===== src/rtl/fetch_pkg.sv =====
// Shared types and constants for the PC / instruction-fetch stage.
package fetch_pkg;

    localparam int unsigned DEF_PC_WIDTH     = 8;
    localparam int unsigned DEF_INSTR_WIDTH  = 16;
    localparam int unsigned DEF_OPCODE_WIDTH = 4;

    localparam int unsigned OP_ALU_LO = 0;
    localparam int unsigned OP_ALU_HI = 7;
    localparam int unsigned OP_LD     = 8;
    localparam int unsigned OP_ST     = 9;
    localparam int unsigned OP_JMP    = 10;
    localparam int unsigned OP_CJMP   = 11;

    typedef enum logic [1:0] {
        S_FETCH = 2'd0,
        S_LOAD  = 2'd1,
        S_ISSUE = 2'd2,
        S_HALT  = 2'd3
    } fetch_state_t;

endpackage


===== src/rtl/pc_fetch_unit_if.sv =====
// Control-FSM / ROM side bundle of the fetch stage; master = controller+ROM, slave = fetch unit.
interface pc_fetch_unit_if #(
    parameter int unsigned PC_WIDTH    = fetch_pkg::DEF_PC_WIDTH,
    parameter int unsigned INSTR_WIDTH = fetch_pkg::DEF_INSTR_WIDTH
);
    logic                   enablePC;
    logic                   enableJUMP;
    logic                   enableCMPJUMP;
    logic                   nextInstruction;
    logic [INSTR_WIDTH-1:0] instrData;
    logic [PC_WIDTH-1:0]    instrAddr;
    logic [INSTR_WIDTH-1:0] instr;
    logic                   instrValid;
    logic                   alu;
    logic                   ld;
    logic                   st;
    logic                   jump;
    logic                   cmpJump;
    logic                   halted;

    modport master (
        output enablePC, enableJUMP, enableCMPJUMP, nextInstruction, instrData,
        input  instrAddr, instr, instrValid, alu, ld, st, jump, cmpJump, halted
    );

    modport slave (
        input  enablePC, enableJUMP, enableCMPJUMP, nextInstruction, instrData,
        output instrAddr, instr, instrValid, alu, ld, st, jump, cmpJump, halted
    );
endinterface


===== src/rtl/opcode_class_decoder.sv =====
// Maps an opcode to its one-hot instruction class; opcodes above OP_CJMP flag illegal.
module opcode_class_decoder
    import fetch_pkg::*;
#(
    parameter int unsigned OPCODE_WIDTH = DEF_OPCODE_WIDTH
) (
    input  logic [OPCODE_WIDTH-1:0] i_opcode,
    input  logic                    i_valid,
    output logic                    o_alu,
    output logic                    o_ld,
    output logic                    o_st,
    output logic                    o_jump,
    output logic                    o_cmp_jump,
    output logic                    o_illegal
);

    always_comb begin
        o_alu      = 1'b0;
        o_ld       = 1'b0;
        o_st       = 1'b0;
        o_jump     = 1'b0;
        o_cmp_jump = 1'b0;
        o_illegal  = 1'b0;
        if (i_valid) begin
            if (i_opcode <= OPCODE_WIDTH'(OP_ALU_HI)) begin
                o_alu = 1'b1;
            end else if (i_opcode == OPCODE_WIDTH'(OP_LD)) begin
                o_ld = 1'b1;
            end else if (i_opcode == OPCODE_WIDTH'(OP_ST)) begin
                o_st = 1'b1;
            end else if (i_opcode == OPCODE_WIDTH'(OP_JMP)) begin
                o_jump = 1'b1;
            end else if (i_opcode == OPCODE_WIDTH'(OP_CJMP)) begin
                o_cmp_jump = 1'b1;
            end else begin
                o_illegal = 1'b1;
            end
        end
    end

endmodule


===== src/rtl/pc_fetch_unit.sv =====
// PC register, synchronous-ROM fetch into IR, and class decode for the control FSM.
// FETCH_ILLEGAL_HALT_EN: illegal opcodes park the unit in S_HALT until reset instead of being skipped.
module pc_fetch_unit
    import fetch_pkg::*;
#(
    parameter int unsigned PC_WIDTH     = DEF_PC_WIDTH,
    parameter int unsigned INSTR_WIDTH  = DEF_INSTR_WIDTH,
    parameter int unsigned OPCODE_WIDTH = DEF_OPCODE_WIDTH
) (
    input  logic          clk,
    input  logic          reset,
    pc_fetch_unit_if.slave bus
);

    logic [PC_WIDTH-1:0]     r_pc;
    logic [INSTR_WIDTH-1:0]  r_ir;
    fetch_state_t            r_state;
    logic                    r_valid;

    logic [OPCODE_WIDTH-1:0] w_opcode;
    logic [PC_WIDTH-1:0]     w_target;
    logic [PC_WIDTH-1:0]     w_pc_inc;
    logic                    w_redirect;
    logic                    w_step;
    logic                    w_illegal;

    assign w_opcode   = r_ir[INSTR_WIDTH-1 -: OPCODE_WIDTH];
    assign w_target   = r_ir[PC_WIDTH-1:0];
    assign w_pc_inc   = r_pc + PC_WIDTH'(1);
    assign w_redirect = bus.enablePC & (bus.enableJUMP | bus.enableCMPJUMP);
    assign w_step     = bus.enablePC & bus.nextInstruction;

`ifdef FETCH_ILLEGAL_HALT_EN
    logic r_halted;
`endif

    // Sequencer: ROM data lands one cycle after the address, so FETCH -> LOAD -> ISSUE.
    always_ff @(posedge clk) begin
        if (reset) begin
            r_pc    <= '0;
            r_ir    <= '0;
            r_state <= S_FETCH;
            r_valid <= 1'b0;
`ifdef FETCH_ILLEGAL_HALT_EN
            r_halted <= 1'b0;
`endif
        end else begin
            case (r_state)
                S_FETCH: begin
                    r_state <= S_LOAD;
                end
                S_LOAD: begin
                    r_ir    <= bus.instrData;
                    r_state <= S_ISSUE;
                    r_valid <= 1'b1;
                end
                S_ISSUE: begin
                    if (w_illegal) begin
`ifdef FETCH_ILLEGAL_HALT_EN
                        r_state  <= S_HALT;
                        r_valid  <= 1'b0;
                        r_halted <= 1'b1;
`else
                        r_pc    <= w_pc_inc;
                        r_state <= S_FETCH;
                        r_valid <= 1'b0;
`endif
                    end else if (w_redirect) begin
                        r_pc    <= w_target;
                        r_state <= S_FETCH;
                        r_valid <= 1'b0;
                    end else if (w_step) begin
                        r_pc    <= w_pc_inc;
                        r_state <= S_FETCH;
                        r_valid <= 1'b0;
                    end
                end
                S_HALT: begin
`ifndef FETCH_ILLEGAL_HALT_EN
                    r_state <= S_FETCH;
                    r_valid <= 1'b0;
`endif
                end
                default: begin
                    r_state <= S_FETCH;
                    r_valid <= 1'b0;
                end
            endcase
        end
    end

    opcode_class_decoder #(
        .OPCODE_WIDTH (OPCODE_WIDTH)
    ) u_decoder (
        .i_opcode   (w_opcode),
        .i_valid    (r_valid),
        .o_alu      (bus.alu),
        .o_ld       (bus.ld),
        .o_st       (bus.st),
        .o_jump     (bus.jump),
        .o_cmp_jump (bus.cmpJump),
        .o_illegal  (w_illegal)
    );

    assign bus.instrAddr  = r_pc;
    assign bus.instr      = r_ir;
    assign bus.instrValid = r_valid;
`ifdef FETCH_ILLEGAL_HALT_EN
    assign bus.halted = r_halted;
`else
    assign bus.halted = 1'b0;
`endif

endmodule


===== src/flat_wrapper.sv =====
// flat-port wrapper written by rule: the top's interface ports become plain ports
module pc_fetch_unit_flat import fetch_pkg::*;
#(
    parameter int unsigned PC_WIDTH     = DEF_PC_WIDTH,
    parameter int unsigned INSTR_WIDTH  = DEF_INSTR_WIDTH,
    parameter int unsigned OPCODE_WIDTH = DEF_OPCODE_WIDTH
)
  (clk, reset, bus_enablePC, bus_enableJUMP, bus_enableCMPJUMP, bus_nextInstruction, bus_instrData, bus_instrAddr, bus_instr, bus_instrValid, bus_alu, bus_ld, bus_st, bus_jump, bus_cmpJump, bus_halted);
  pc_fetch_unit_if #(.PC_WIDTH(PC_WIDTH), .INSTR_WIDTH(INSTR_WIDTH)) bus_i ();
  input  logic clk;
  input  logic reset;
  input wire logic [$bits(bus_i.enablePC)-1:0] bus_enablePC;
  input wire logic [$bits(bus_i.enableJUMP)-1:0] bus_enableJUMP;
  input wire logic [$bits(bus_i.enableCMPJUMP)-1:0] bus_enableCMPJUMP;
  input wire logic [$bits(bus_i.nextInstruction)-1:0] bus_nextInstruction;
  input wire logic [$bits(bus_i.instrData)-1:0] bus_instrData;
  output wire logic [$bits(bus_i.instrAddr)-1:0] bus_instrAddr;
  output wire logic [$bits(bus_i.instr)-1:0] bus_instr;
  output wire logic [$bits(bus_i.instrValid)-1:0] bus_instrValid;
  output wire logic [$bits(bus_i.alu)-1:0] bus_alu;
  output wire logic [$bits(bus_i.ld)-1:0] bus_ld;
  output wire logic [$bits(bus_i.st)-1:0] bus_st;
  output wire logic [$bits(bus_i.jump)-1:0] bus_jump;
  output wire logic [$bits(bus_i.cmpJump)-1:0] bus_cmpJump;
  output wire logic [$bits(bus_i.halted)-1:0] bus_halted;
  assign bus_i.enablePC = bus_enablePC;
  assign bus_i.enableJUMP = bus_enableJUMP;
  assign bus_i.enableCMPJUMP = bus_enableCMPJUMP;
  assign bus_i.nextInstruction = bus_nextInstruction;
  assign bus_i.instrData = bus_instrData;
  assign bus_instrAddr = bus_i.instrAddr;
  assign bus_instr = bus_i.instr;
  assign bus_instrValid = bus_i.instrValid;
  assign bus_alu = bus_i.alu;
  assign bus_ld = bus_i.ld;
  assign bus_st = bus_i.st;
  assign bus_jump = bus_i.jump;
  assign bus_cmpJump = bus_i.cmpJump;
  assign bus_halted = bus_i.halted;
  pc_fetch_unit #(.PC_WIDTH(PC_WIDTH), .INSTR_WIDTH(INSTR_WIDTH), .OPCODE_WIDTH(OPCODE_WIDTH)) u_core (.clk(clk), .reset(reset), .bus(bus_i));
endmodule

===== config.mk =====
export PLATFORM = sky130hd
export DESIGN_NAME = pc_fetch_unit_flat
export DESIGN_NICKNAME = d
export VERILOG_FILES = /design/src/rtl/fetch_pkg.sv /design/src/rtl/pc_fetch_unit_if.sv /design/src/rtl/opcode_class_decoder.sv /design/src/rtl/pc_fetch_unit.sv /design/src/flat_wrapper.sv
export SDC_FILE = /design/constraint.sdc
export NUM_CORES = 1
export LEC_CHECK = 0
export BUFFER_PORTS_ARGS = -buffer_cell sky130_fd_sc_hd__buf_2
export CAP_MARGIN = 20
export CELL_PAD_IN_SITES_DETAIL_PLACEMENT = 0
export CELL_PAD_IN_SITES_GLOBAL_PLACEMENT = 1
export CORE_MARGIN = 2
export CORE_UTILIZATION = 37
export CTS_BUF_LIST = sky130_fd_sc_hd__clkbuf_4 sky130_fd_sc_hd__clkbuf_8
export CTS_CLUSTER_DIAMETER = 30
export DETAILED_ROUTE_END_ITERATION = 10
export GPL_ROUTABILITY_DRIVEN = 0
export GPL_TIMING_DRIVEN = 1
export PLACE_DENSITY_LB_ADDON = 0.1
export RECOVER_POWER = 50
export SETUP_SLACK_MARGIN = 0.1
export SLEW_MARGIN = 10
export SYNTH_ARGS = -nofsm -noshare
export SYNTH_HDL_FRONTEND = slang
export SYNTH_SLANG_ARGS = --single-unit
export TNS_END_PERCENT = 30

===== constraint.sdc =====
create_clock -name clk -period 3.17 [get_ports clk]
set_clock_uncertainty 0.2 [all_clocks]
set_input_delay 0.4755 -clock clk [delete_from_list [all_inputs] [get_ports clk]]
set_output_delay 0.4755 -clock clk [all_outputs]
set_load 0.02 [all_outputs]

Yosys cells after proc, flatten, opt, wreduce, memory -nomap -nowiden
Index checks and enable logic that the tools add are counted.

word-level totals
  flip-flop bits (word level) = 27
  input bits = 22
  word-level logic and storage cells = 59

cells by class
  mux-type cells = 37
  bitwise operators = 3
  $add $sub $neg = 1
  magnitude comparators = 1
  equal/unequal tests = 8
  reductions and logical operators = 5

operators with widths
  kind                   number
  $mux W1                29
  $mux W8                3
  $eq A4 B4 Y1 const B   4
  $add A8 B1 Y8 const B  1
  $pmux W2 S4            1
  $mux W2                3
  $reduce_bool A3 Y1     2
  $eq A2 B2 Y1 const B   2
  $le A4 B3 Y1 const B   1
  $ne A4 B2 Y1 const B   1
  $reduce_and A2 Y1      2
  $pmux W1 S3            1
  $and A1 B1 Y1          2
  $eq A2 B1 Y1 const B   1
  $logic_not A2 Y1       1
  $or A1 B1 Y1           1

Longest topological paths before layout
Gate-level depths: netlist (run 1).

  depth in word-level cells = 9
  mapped depth = 5
  gate-level depth less buffers = 4

Cells and area by module
From an unflattened synthesis (run 1), not the netlist that was laid out.

second synthesis, totals
  cells, all modules = 161
  area, all modules = 1365.1 um^2

by module, submodules not included
  module                area an instance (um^2)  sequential area each (um^2)  cells each  instances
  pc_fetch_unit         1306.3                   540.5                        154         1
  opcode_class_decoder  58.8                     0.0                          7           1

Worst setup path after synthesis (run 1)
OpenSTA, ideal clock, no wires.

  path type = flip-flop to output port
  start = register u_core.r_valid (netlist: u_core.bus.instrValid)
  end = output port bus_ld
  cell stages (with the launch flop) = 3
  data required time = 2.494 ns
  path slack = 1.268 ns
  buffers on the path = 0
  arrival = 1.226 ns
  cells stage by stage = dfxtp_1 nand2_1 nor4_1

on the way
  longest elaborated chain between the ends = 1

RTL lines
  element                 line                        source
  start, declared         pc_fetch_unit.sv:18         logic r_valid;
  start signal, assigned  pc_fetch_unit.sv:43         r_valid <= 1'b0;
  start signal, assigned  pc_fetch_unit.sv:55         r_valid <= 1'b1;
  start signal, assigned  pc_fetch_unit.sv:66         r_valid <= 1'b0;
  $mux W1                 opcode_class_decoder.sv:24  if (i_valid) begin
  end, declared           flat_wrapper.sv:21          output wire logic [$bits(bus_i.ld)-1:0] bus_ld;

No other way between the ends.

Worst setup path in the final report (run 1)
  start = register u_core.r_ir[15] (netlist: u_core.bus.instr[15])
  end = output port bus_jump

on the way
  longest elaborated chain between the ends = 6
  elaborated cells on any way between the ends = 9
  those cells by class = order compare: 1; eq/ne: 3; mux: 5

RTL lines
  element                 line                        source
  start, declared         pc_fetch_unit.sv:16         logic [INSTR_WIDTH-1:0] r_ir;
  start signal, assigned  pc_fetch_unit.sv:53         r_ir <= bus.instrData;
  $eq A4 B4 Y1            opcode_class_decoder.sv:31  end else if (i_opcode == OPCODE_WIDTH'(OP_JMP)) begin
  $mux W1                 opcode_class_decoder.sv:31
  $mux W1                 opcode_class_decoder.sv:29  end else if (i_opcode == OPCODE_WIDTH'(OP_ST)) begin
  $mux W1                 opcode_class_decoder.sv:27  end else if (i_opcode == OPCODE_WIDTH'(OP_LD)) begin
  $mux W1 *               opcode_class_decoder.sv:25  if (i_opcode <= OPCODE_WIDTH'(OP_ALU_HI)) begin
  $mux W1 *               opcode_class_decoder.sv:24
  end, declared           flat_wrapper.sv:23          output wire logic [$bits(bus_i.jump)-1:0] bus_jump;

Mark *: on every way between the ends. The rest lies on a longest branch, timed or not.

==> impl_results.md, run 1 <==
* Status: finished, final reports clean
* Placed insts at 250
* EDFF count, synth at 0
* Post-CTS Repair Setup Buffers at 0
* Critical path type: reg -> out
* CP Max Fanout at 6
* Setup violators final at 0
* Most common cell in the netlist: nand2_1
* Pin count of the biggest net entering global routing at 29
* Power Dens Cells at 423 mW/mm2
* Mapped Cells at 160
* Die width at between 60 and 70 um
* Largest family of logic cells by synthesized area: compound AO/OA/AOI/OAI gates
* Starting Density at a little under two fifths
* Leak at approximately 0.60 nW
* Fraction of layout instances using a drive strength above 1 at between 20% and 30%
* Final Max Slew Viols at 0
* Initial antenna violation count at 0
* Io pins at 53
* Antenna Violating Nets Remaining at 0
* Power Total at 656 uW
* WP data arrival at 1360 ps
* FFs w/ async S/R, synth at 0%
* Top cells by count, synth: 39 x nand2_1, 27 x dfxtp_1, 22 x a21oi_1
* CTS H-Tree Depth at 1
* Worst EP required at 2490 ps
* Clk sink count at 27
* Row count at 21
* Vias in the first global route at 1204
* Setup TNS at 0 ps
* Clock Latency Late Sink at 320 ps
* Core area at approximately 0.0033 mm2
* DRT iter0 DRCs at 37
* Area share of the largest cell type after synthesis at 42.8%
* Die area at between 0.003 and 0.004 mm2
* Total gr overflow at 0
* Fin crit period at between 2000 and 2500 ps
* CTS Hold Bufs at 0
* DRC Markers at 0
* Worst slew pin tran at about 1300 ps
* Number of buffers created by CTS at 3
* CTS tree: yes
* Critical path endpoint category: primary output
* HP Class: in -> reg
* Global-route wire length before repair at between 5000 and 6000 um
* Final worst slack at between 1000 and 1500 ps
* Top cells by area, synth: dfxtp_1 43%, nand2_1 12%, a21oi_1 8.7%, nand3_1 2.8%, o32ai_1 2.8%
* Compound-Gate Fraction of Synth Area at 26.1%
* Tcrit/Tclk final at around 64%
* Nets at around 230
* Syn nets at between 150 and 200
* Drt pass-1 iters at 4
* Max Cap Viol at 0
* Synth cell types at 37
* Drt total wl at between 3000 and 4000 um
* Port bufs at just over 50
* Clock-pin transition on the worst setup and hold timing paths at between 100 and 150 ps
* Avg Inst Size Synth at a little under 8 um2
* Area delta synth->final at 22.7%
* RSZ-0062 raised after global routing: no
* Final Core Density at between 40% and 50%
* Yosys Warn Count at 0
* Post-synthesis cell area at ~0.0013 mm2
* Adder-Cell Fraction of Synth Area at less than 1%
* Hold Path Cell Cnt at 3
* Main synth FF type: dfxtp_1
* # resized after CTS at 0
* Global Route Usage Sum at around 17%
* Proportion of synthesized area in mux cells at 0%
* DR vias/cell at between 5 and 6
* Fmax at about 0.5 GHz
* Die Y at 62.4 um
* Layout fillers at 373
* Avg WL per Cell at 12.9 um
* Xor/xnor share of the synthesized area at 0%
* Final hold viol count at 0
* Setup crit start kind: flip-flop
* Placement Setup Slack at 1390 ps
* Slew HR at a little over an eighth
* Root Buffer: clkbuf_4
* Worst-case clock buffer depth at 2
* Register area share after synthesis at 42.8%
* Ant diodes at 0
* Dominant cell type by area after synthesis: dfxtp_1
* Post-synthesis simple-gate area fraction at 25.3%
* Vias post-DR at roughly 1300
* Worst Reg-to-Reg Cells at 4
* Post-DP HPWL at ~2400 um
* Post-route insts no fill at 254
* Yosys reg bits at 27
* Worst VDD drop at around 0.00019 V
[path summary, 6_finish.rpt]
kind	endpoint	startpoint	slack (ps)
hold / removal	u_core.bus.instr[10]	bus_instrData[10]	170
setup / recovery	bus_jump	u_core.bus.instr[15]	1140
hold reg to reg	u_core.bus.instr[8]	u_core.bus.instr[8]	270
setup reg to reg	u_core.bus.instrAddr[4]	u_core.bus.instr[14]	1420
[cell type report]
cell class | count | area (um2) | area share (%)
Sequential cell | 27 | 541 | 34.9
Multi-Input combinational cell | 120 | 667 | 43.0
Clock inverter | 1 | 5.00 | 0.323
Tap cell | 46 | 57.6 | 3.71
Clock buffer | 3 | 22.5 | 1.45
Inverter | 5 | 18.8 | 1.21
Timing Repair Buffer | 52 | 239 | 15.4
[per-stage QoR]
step / cell area [um2] / hold slack [ps]
CTS: 1570 / 160
detailed placement: 1550 / 249
finish: 1550 / 174
global route: 1550 / 146
global placement: 1550 / 241
floorplan: 1260 / 252
[logic make-up after synthesis]
family,count (synthesis)
fa+ha+maj,1
simple gates,70
compound gates,48
buf+inv,13
flops,27
other cells,1
[state kept, by name (all words and copies together), names as in the netlist]
register	count
u_core.bus.instrAddr	8
u_core.bus.instrValid	1
u_core.r_state	2
u_core.bus.instr	16
[report_power, final]
group	total [mW]	internal, mW	switching (mW)
Clock	0.147	0.0472	0.0996
Sequential	0.381	0.360	0.0208
Combinational	0.129	0.0443	0.0843
[placed cells by master (no fill, tap or decap), types with 2 or more instances in the layout]
| cell type | instances |
|---|---|
| nand2_1 | 39 |
| nand3_1 | 7 |
| o31a_1 | 2 |
| nor2_1 | 7 |
| nor2b_1 | 2 |
| buf_2 | 32 |
| clkbuf_1 | 19 |
| inv_1 | 5 |
| dfxtp_1 | 27 |
| a211oi_1 | 2 |
| or3_1 | 2 |
| and2b_1 | 2 |
| nand2b_1 | 2 |
| a31oi_1 | 3 |
| o21a_1 | 2 |
| a32oi_1 | 2 |
| and3_1 | 4 |
| o21ai_1 | 3 |
| clkbuf_4 | 3 |
| o32ai_1 | 4 |
| a21oi_1 | 22 |
[routing by layer]
metal | wire length, um | global-route usage [%] | vias up
met5 | 0 | 0 | -
met4 | 0 | 5.28 | 0
met3 | 103 | 2.34 | 0
met2 | 1640 | 30.2 | 29
met1 | 1520 | 21.5 | 582
li1 | - | - | 665
[critical path: stages, from the launching register on]
cell and delay (ps):
dfxtp_1 440, nand2_1 90, nor2_1 180, nand2_1 90, nor2_1 80, buf_2 160
Note: power is estimated with default switching activity, not from simulation.
==> run 2: changes to the inputs <==
--- a/config.mk
+++ b/config.mk
@@ -10,7 +10,7 @@
 export CELL_PAD_IN_SITES_DETAIL_PLACEMENT = 0
 export CELL_PAD_IN_SITES_GLOBAL_PLACEMENT = 1
 export CORE_MARGIN = 2
-export CORE_UTILIZATION = 37
+export CORE_UTILIZATION = 34
 export CTS_BUF_LIST = sky130_fd_sc_hd__clkbuf_4 sky130_fd_sc_hd__clkbuf_8
 export CTS_CLUSTER_DIAMETER = 30
 export DETAILED_ROUTE_END_ITERATION = 10
==> constraint.sdc (replaced) <==
create_clock -name clk -period 1.9 [get_ports clk]
set_clock_uncertainty 0.2 [all_clocks]
set_input_delay 0.285 -clock clk [delete_from_list [all_inputs] [get_ports clk]]
set_output_delay 0.285 -clock clk [all_outputs]
set_load 0.02 [all_outputs]
==> impl_results.md, run 2 (synthesis results as in run 1) <==
* Worst Reg-to-Reg Cells at 4 (unchanged)
* Critical path endpoint category: primary output
* Final Max Slew Viols at 0 (unchanged)
* RR Startpoint: u_core.bus.instr[14]
* Die area at 0.00422 mm2 (+8.3%)
* CTS H-Tree Depth at 1 (unchanged)
* Psw at 357 uW (+74%)
* Die width at 65.0 um (+4.0%)
* Starting Density at 35.0% (-3.1 points)
* Max Cap Viol at 0 (unchanged)
* Io pins at 53 (unchanged)
* Setup crit start kind: flip-flop
* DRC Markers at 0 (unchanged)
* Worst-case clock buffer depth at 2 (unchanged)
* Fin crit period at approximately 1700 ps
* Worst EP required at 1410 ps (-1080 ps)
* Number of buffers created by CTS at 3 (unchanged)
* Status: finished, final reports clean
* WP data arrival at 1250 ps (-110 ps)
* Vias in the first global route at 1252 (+4.0%)
* Port bufs at 51 (unchanged)
* Net Sw Frac at 30.1% (-1.1 points)
* Global Route Usage Sum at 17.5% (+0.37 points)
* DRT iter0 DRCs at 93 (+150%)
* Post-CTS Repair Setup Buffers at 0 (unchanged)
* HP Class: in -> reg
* # resized after CTS at 0 (unchanged)
* Commonest non-fill, non-tap cells in the layout: 38 x nand2_1, 33 x buf_2, 26 x dfxtp_1
* Setup TNS at 0 ps (unchanged)
* Area delta synth->final at 26.7%
* Final hold viol count at 0 (unchanged)
* Drt total wl at 3360 um (+3.0%)
* Layout fillers at 382 (+2.4%)
* Root Buffer: clkbuf_8
* Critical path type: reg -> out
* Clk sink count at 27 (unchanged)
* Power Total at 1.19 mW (+81%)
* Die Y at 65.0 um (+4.0%)
* Setup violators final at 0 (unchanged)
* Global-route wire length before repair at 5780 um (+3.8%)
* CP Max Fanout at 6 (unchanged)
* Clock Power Share at 27.5% (+5.1 points)
* RSZ-0062 raised after global routing: yes
* CTS tree: yes
* Nets at 235 (+1.3%)
* Post-DP HPWL at 2490 um (+2.1%)
* Reg-to-reg endpoint: u_core.bus.instrAddr[3]
* Vias post-DR at 1317 (+3.2%)
* Power Dens Cells at 740 mW/mm2 (+75%)
* FF-to-FF setup slack at 180 ps (-1240 ps)
* Initial antenna violation count at 0 (unchanged)
* Combinational share of power at 18.8% (-0.8 points)
* Antenna Violating Nets Remaining at 0 (unchanged)
* Hold EP: u_core.bus.instr[15]
* Final Core Density at 44.4% (-2.4 points)
* Row count at 22 (+4.8%)
* Drt pass-1 iters at 4 (unchanged)
* Clock-pin transition on the worst setup and hold timing paths at 90 ps (-50 ps)
* DR vias/cell at 5.08 (+1.2%)
* Hold Path Cell Cnt at 3 (unchanged)
* CTS Hold Bufs at 0 (unchanged)
* Worst hold start: bus_instrData[15]
* Worst VDD drop at 0.000363 V (+95%)
* Clock Latency Late Sink at 270 ps (-50 ps)
* Ant diodes at 0 (unchanged)
* Fraction of layout instances using a drive strength above 1 at 23.7% (+3.0 points)
* Core area at 0.00361 mm2 (+8.9%)
* Avg WL per Cell at 13.0 um (+1.0%)
* Tcrit/Tclk final at around nine tenths
* Commonest non-fill, non-tap cell in the layout: nand2_1
* Pin count of the biggest net entering global routing at 20 (-31%)
* Fmax at slightly below 0.6 GHz
* Leak at 0.623 nW (+4.2%)
* Total gr overflow at 0 (unchanged)
* P_int at 829 uW (+84%)
* Max reg flops at 16 (unchanged)
* Reg power frac at 53.7% (-4.3 points)
run 2: layer usage:
| layer | global-route usage (%) | wire, um |
|---|---|---|
| met4 | 6.38 | 23 |
| met3 | 2.78 | 213 |
| met1 | 22.9 | 1500 |
| met2 | 28.9 | 1630 |
| met5 | 0 | 0 |
run 2: worst max path at each step:
stage	from	to	slack, ps
4_1_cts	u_core.bus.instrValid	bus_cmpJump	120
6_report	u_core.bus.instrValid	bus_cmpJump	170
5_1_grt	u_core.bus.instrValid	bus_st	30
2_1_floorplan	u_core.bus.instrValid	bus_ld	190
3_5_place_dp	u_core.bus.instr[15]	u_core.bus.instrAddr[4]	190
3_3_place_gp	u_core.bus.instr[15]	u_core.bus.instrAddr[4]	220
run 2: stage by stage:
stage / hold WS [ps] / instances / setup WS, ps / area, um2
4_1_cts: 32.8 / 259 / 115 / 1620
5_1_grt: 18.8 / 259 / 25.2 / 1600
3_3_place_gp: 240 / 255 / 217 / 1570
3_5_place_dp: 252 / 255 / 186 / 1570
2_1_floorplan: 221 / 160 / 189 / 1260
6_report: 32.3 / 259 / 165 / 1600
run 2: area by class of cell:
cell class                      count  area, um2  area share, %
Tap cell                           48       60.1           3.75
Multi-Input combinational cell    120        672           42.0
Inverter                            5       18.8           1.17
Sequential cell                    27        542           33.8
Clock inverter                      1       5.00          0.312
Timing Repair Buffer               55        263           16.4
Clock buffer                        3       41.3           2.58
run 2: worst max-delay path, stage by stage, from the launching register on:
cell and delay (ps):
dfxtp_1 430, nand2_1 110, nor2_2 120, and3_1 160, buf_2 160
run 2: power by group through the flow:
stage	clock network, mW	registers [mW]	logic, mW
2_1_floorplan	0	0.677	0.110
3_3_place_gp	0	0.646	0.228
3_5_place_dp	0	0.649	0.230
4_1_cts	0.339	0.636	0.231
5_1_grt	0.366	0.643	0.247
6_report	0.327	0.636	0.223
==> run 3: changes to the inputs <==
--- a/config.mk
+++ b/config.mk
@@ -5,6 +5,7 @@
 export SDC_FILE = /design/constraint.sdc
 export NUM_CORES = 1
 export LEC_CHECK = 0
+export ABC_AREA = 0
 export BUFFER_PORTS_ARGS = -buffer_cell sky130_fd_sc_hd__buf_2
 export CAP_MARGIN = 20
 export CELL_PAD_IN_SITES_DETAIL_PLACEMENT = 0
@@ -17,7 +18,7 @@
 export GPL_ROUTABILITY_DRIVEN = 0
 export GPL_TIMING_DRIVEN = 1
 export PLACE_DENSITY_LB_ADDON = 0.1
-export RECOVER_POWER = 50
+export RECOVER_POWER = 25
 export SETUP_SLACK_MARGIN = 0.1
 export SLEW_MARGIN = 10
 export SYNTH_ARGS = -nofsm -noshare
==> constraint.sdc (replaced) <==
create_clock -name clk -period 1.7 [get_ports clk]
set_clock_uncertainty 0.2 [all_clocks]
set_input_delay 0.255 -clock clk [delete_from_list [all_inputs] [get_ports clk]]
set_output_delay 0.255 -clock clk [all_outputs]
set_load 0.02 [all_outputs]
==> impl_results.md, run 3 (synthesis results as in run 1) <==
* Power Total at 1.38 mW (+16%)
* HP Class: in -> reg
* Number of buffers created by CTS at 3 (unchanged)
* Final Max Slew Viols at 0 (unchanged)
* Setup TNS at 0 ps (unchanged)
* Final hold viol count at 0 (unchanged)
* Commonest non-fill, non-tap cells in the layout: 41 x buf_2, 37 x nand2_1, 21 x a21oi_1
* Post-DP HPWL at 2490 um (about the same)
* Total gr overflow at 0 (unchanged)
* Setup violators final at 0 (unchanged)
* Setup crit start kind: flip-flop
* Clock-pin transition on the worst setup and hold timing paths at 90 ps (about the same)
* Worst Path Buf+Inv at 1 (unchanged)
* Vias in the first global route at 1215 (-3.0%)
* Die Y at 65.0 um (unchanged)
* Fraction of layout instances using a drive strength above 1 at 39.5% (+16 points)
* Core area at 0.00361 mm2 (unchanged)
* Family with the most delay on the worst path: simple AND/OR/NAND/NOR gates
* Fmax at just over 0.6 GHz
* Clock Latency Late Sink at 270 ps (about the same)
* Status: finished, final reports clean
* Avg WL per Cell at 13.0 um (+0.24%)
* Worst EP required at 1690 ps (+280 ps)
* CP Max Fanout at 6 (unchanged)
* Critical path endpoint category: flip-flop
* Critical-path cell list: buf_4 -> and3_4 -> o21ai_4 -> or3_1 -> a31oi_1
* Worst slew pin tran at about 850 ps
* Vias post-DR at 1342 (+1.9%)
* Drt total wl at 3420 um (+1.8%)
* Tcrit/Tclk final at 95.3%
* Placed inst area at 0.00159 mm2 (+0.88%)
* Global-route wire length before repair at 5620 um (-2.8%)
* Global Route Usage Sum at 17.0% (-0.51 points)
* Io pins at 53 (unchanged)
* Design area at 0.00177 mm2 (+11%)
* Row count at 22 (unchanged)
* Fin crit period at between 1500 and 2000 ps
* Final Core Density at 49.1% (+4.7 points)
* Max reg flops at 16 (unchanged)
* Power Dens Cells at 779 mW/mm2 (+5.2%)
* CTS tree: yes
* Die area at 0.00422 mm2 (unchanged)
* M1 GR Usage at 22.2% (-0.66 points)
* Commonest non-fill, non-tap cell in the layout: buf_2
* Crit path largest cell delay at 400 ps (-30 ps)
* Drt pass-1 iters at 4 (unchanged)
* DRT iter0 DRCs at 141 (+52%)
* DRC Markers at 0 (unchanged)
* Gr busiest metal: met2
* Die width at 65.0 um (unchanged)
* Area delta synth->final at 40.2%
* Leak at 0.717 nW (+15%)
* Final worst slack at 79.6 ps (-85.5 ps)
* Placement Setup Slack at -0.207 ps (-186 ps)
* Ant diodes at 0 (unchanged)
* Met3 Usage GRT at 2.95% (+0.17 points)
* Port bufs at 51 (unchanged)
* GR Util met2 at 28.1% (-0.77 points)
* Max Cap Viol at 0 (unchanged)
* DR vias/cell at 5.10 (+0.35%)
* Slew HR at between 40 and 50%
* Antenna Violating Nets Remaining at 0 (unchanged)
* Nets at 239 (+1.7%)
* Critical path type: reg -> reg
* Initial antenna violation count at 0 (unchanged)
* Root Buffer: clkbuf_8
* CTS H-Tree Depth at 1 (unchanged)
* WP data arrival at 1610 ps (+360 ps)
* Slowest CP cell: dfxtp_4
* Worst VDD drop at 0.000302 V (-17%)
* Pin count of the biggest net entering global routing at 18 (-10%)
* Clk sink count at 27 (unchanged)
* Starting Density at 35.0% (unchanged)
* Worst-case clock buffer depth at 2 (unchanged)
* RSZ-0062 raised after global routing: yes
-- run 3: cell count changes in the layout (fill, tap and decap cells not counted), moves of 4 or more --
| cell | before | now |
|---|---|---|
| dfxtp_1 | 26 | 20 |
| buf_2 | 33 | 41 |
| clkbuf_1 | 18 | 7 |
| dfxtp_2 | 1 | 5 |
| buf_4 | 4 | 8 |
-- run 3: metrics by stage --
step	hold WS [ps]	instances
2_1_floorplan	191	160
3_3_place_gp	239	256
6_report	4.06	263
5_1_grt	13.1	263
3_5_place_dp	249	256
4_1_cts	5.31	261
-- run 3: worst reg2reg max path: cells and delay by family (launching register included) --
| kind | cells | cell delay, ps |
|---|---|---|
| AOI/OAI and AO/OA | 2 | 210 |
| and+or+nand+nor | 2 | 600 |
| DFF | 1 | 400 |
| buffers and inverters | 1 | 120 |
-- run 3: per-layer routing --
| metal | share of wire (%) | vias up |
|---|---|---|
| li1 | - | 674 |
| met1 | 44 | 630 |
| met2 | 49 | 34 |
| met3 | 5.3 | 4 |
| met4 | 0.99 | 0 |
| met5 | 0 | - |
-- run 3: power by group --
group | total, mW | internal (mW) | switching, mW | leakage [nW]
Clock | 0.385 | 0.184 | 0.201 | 0.0262
Combinational | 0.278 | 0.110 | 0.168 | 0.467
Sequential | 0.717 | 0.672 | 0.0448 | 0.224
-- run 3: area by class of cell --
class / instances / area (um2)
Tap cell: 48 / 60.1
Clock buffer: 4 / 48.8
Sequential cell: 27 / 554
Timing Repair Buffer: 59 / 318
Fill cell: 384 / 1830
Multi-Input combinational cell: 120 / 772
Inverter: 5 / 18.8
-- run 3: final timing paths --
check | end | slack (ps) | from | cells after the start
setup / recovery | u_core.bus.instrAddr[0] | 80 | u_core.bus.instrValid | 5
hold / removal | u_core.bus.instr[12] | 4 | bus_instrData[12] | 3
setup reg to reg | u_core.bus.instrAddr[0] | 80 | u_core.bus.instrValid | 5
hold reg to reg | u_core.bus.instr[11] | 260 | u_core.bus.instr[11] | 2
-- run 3: timing repair --
action / 4_1_cts / 5_1_grt
cloned: 0 / 0
hold buffers: 1 / 0
resized for setup: 3 / 32
setup buffers: 0 / 2
hold endpoints to repair: 1 / 0
endpoints found under the setup margin: 12 / 12
pin swaps: 0 / 12
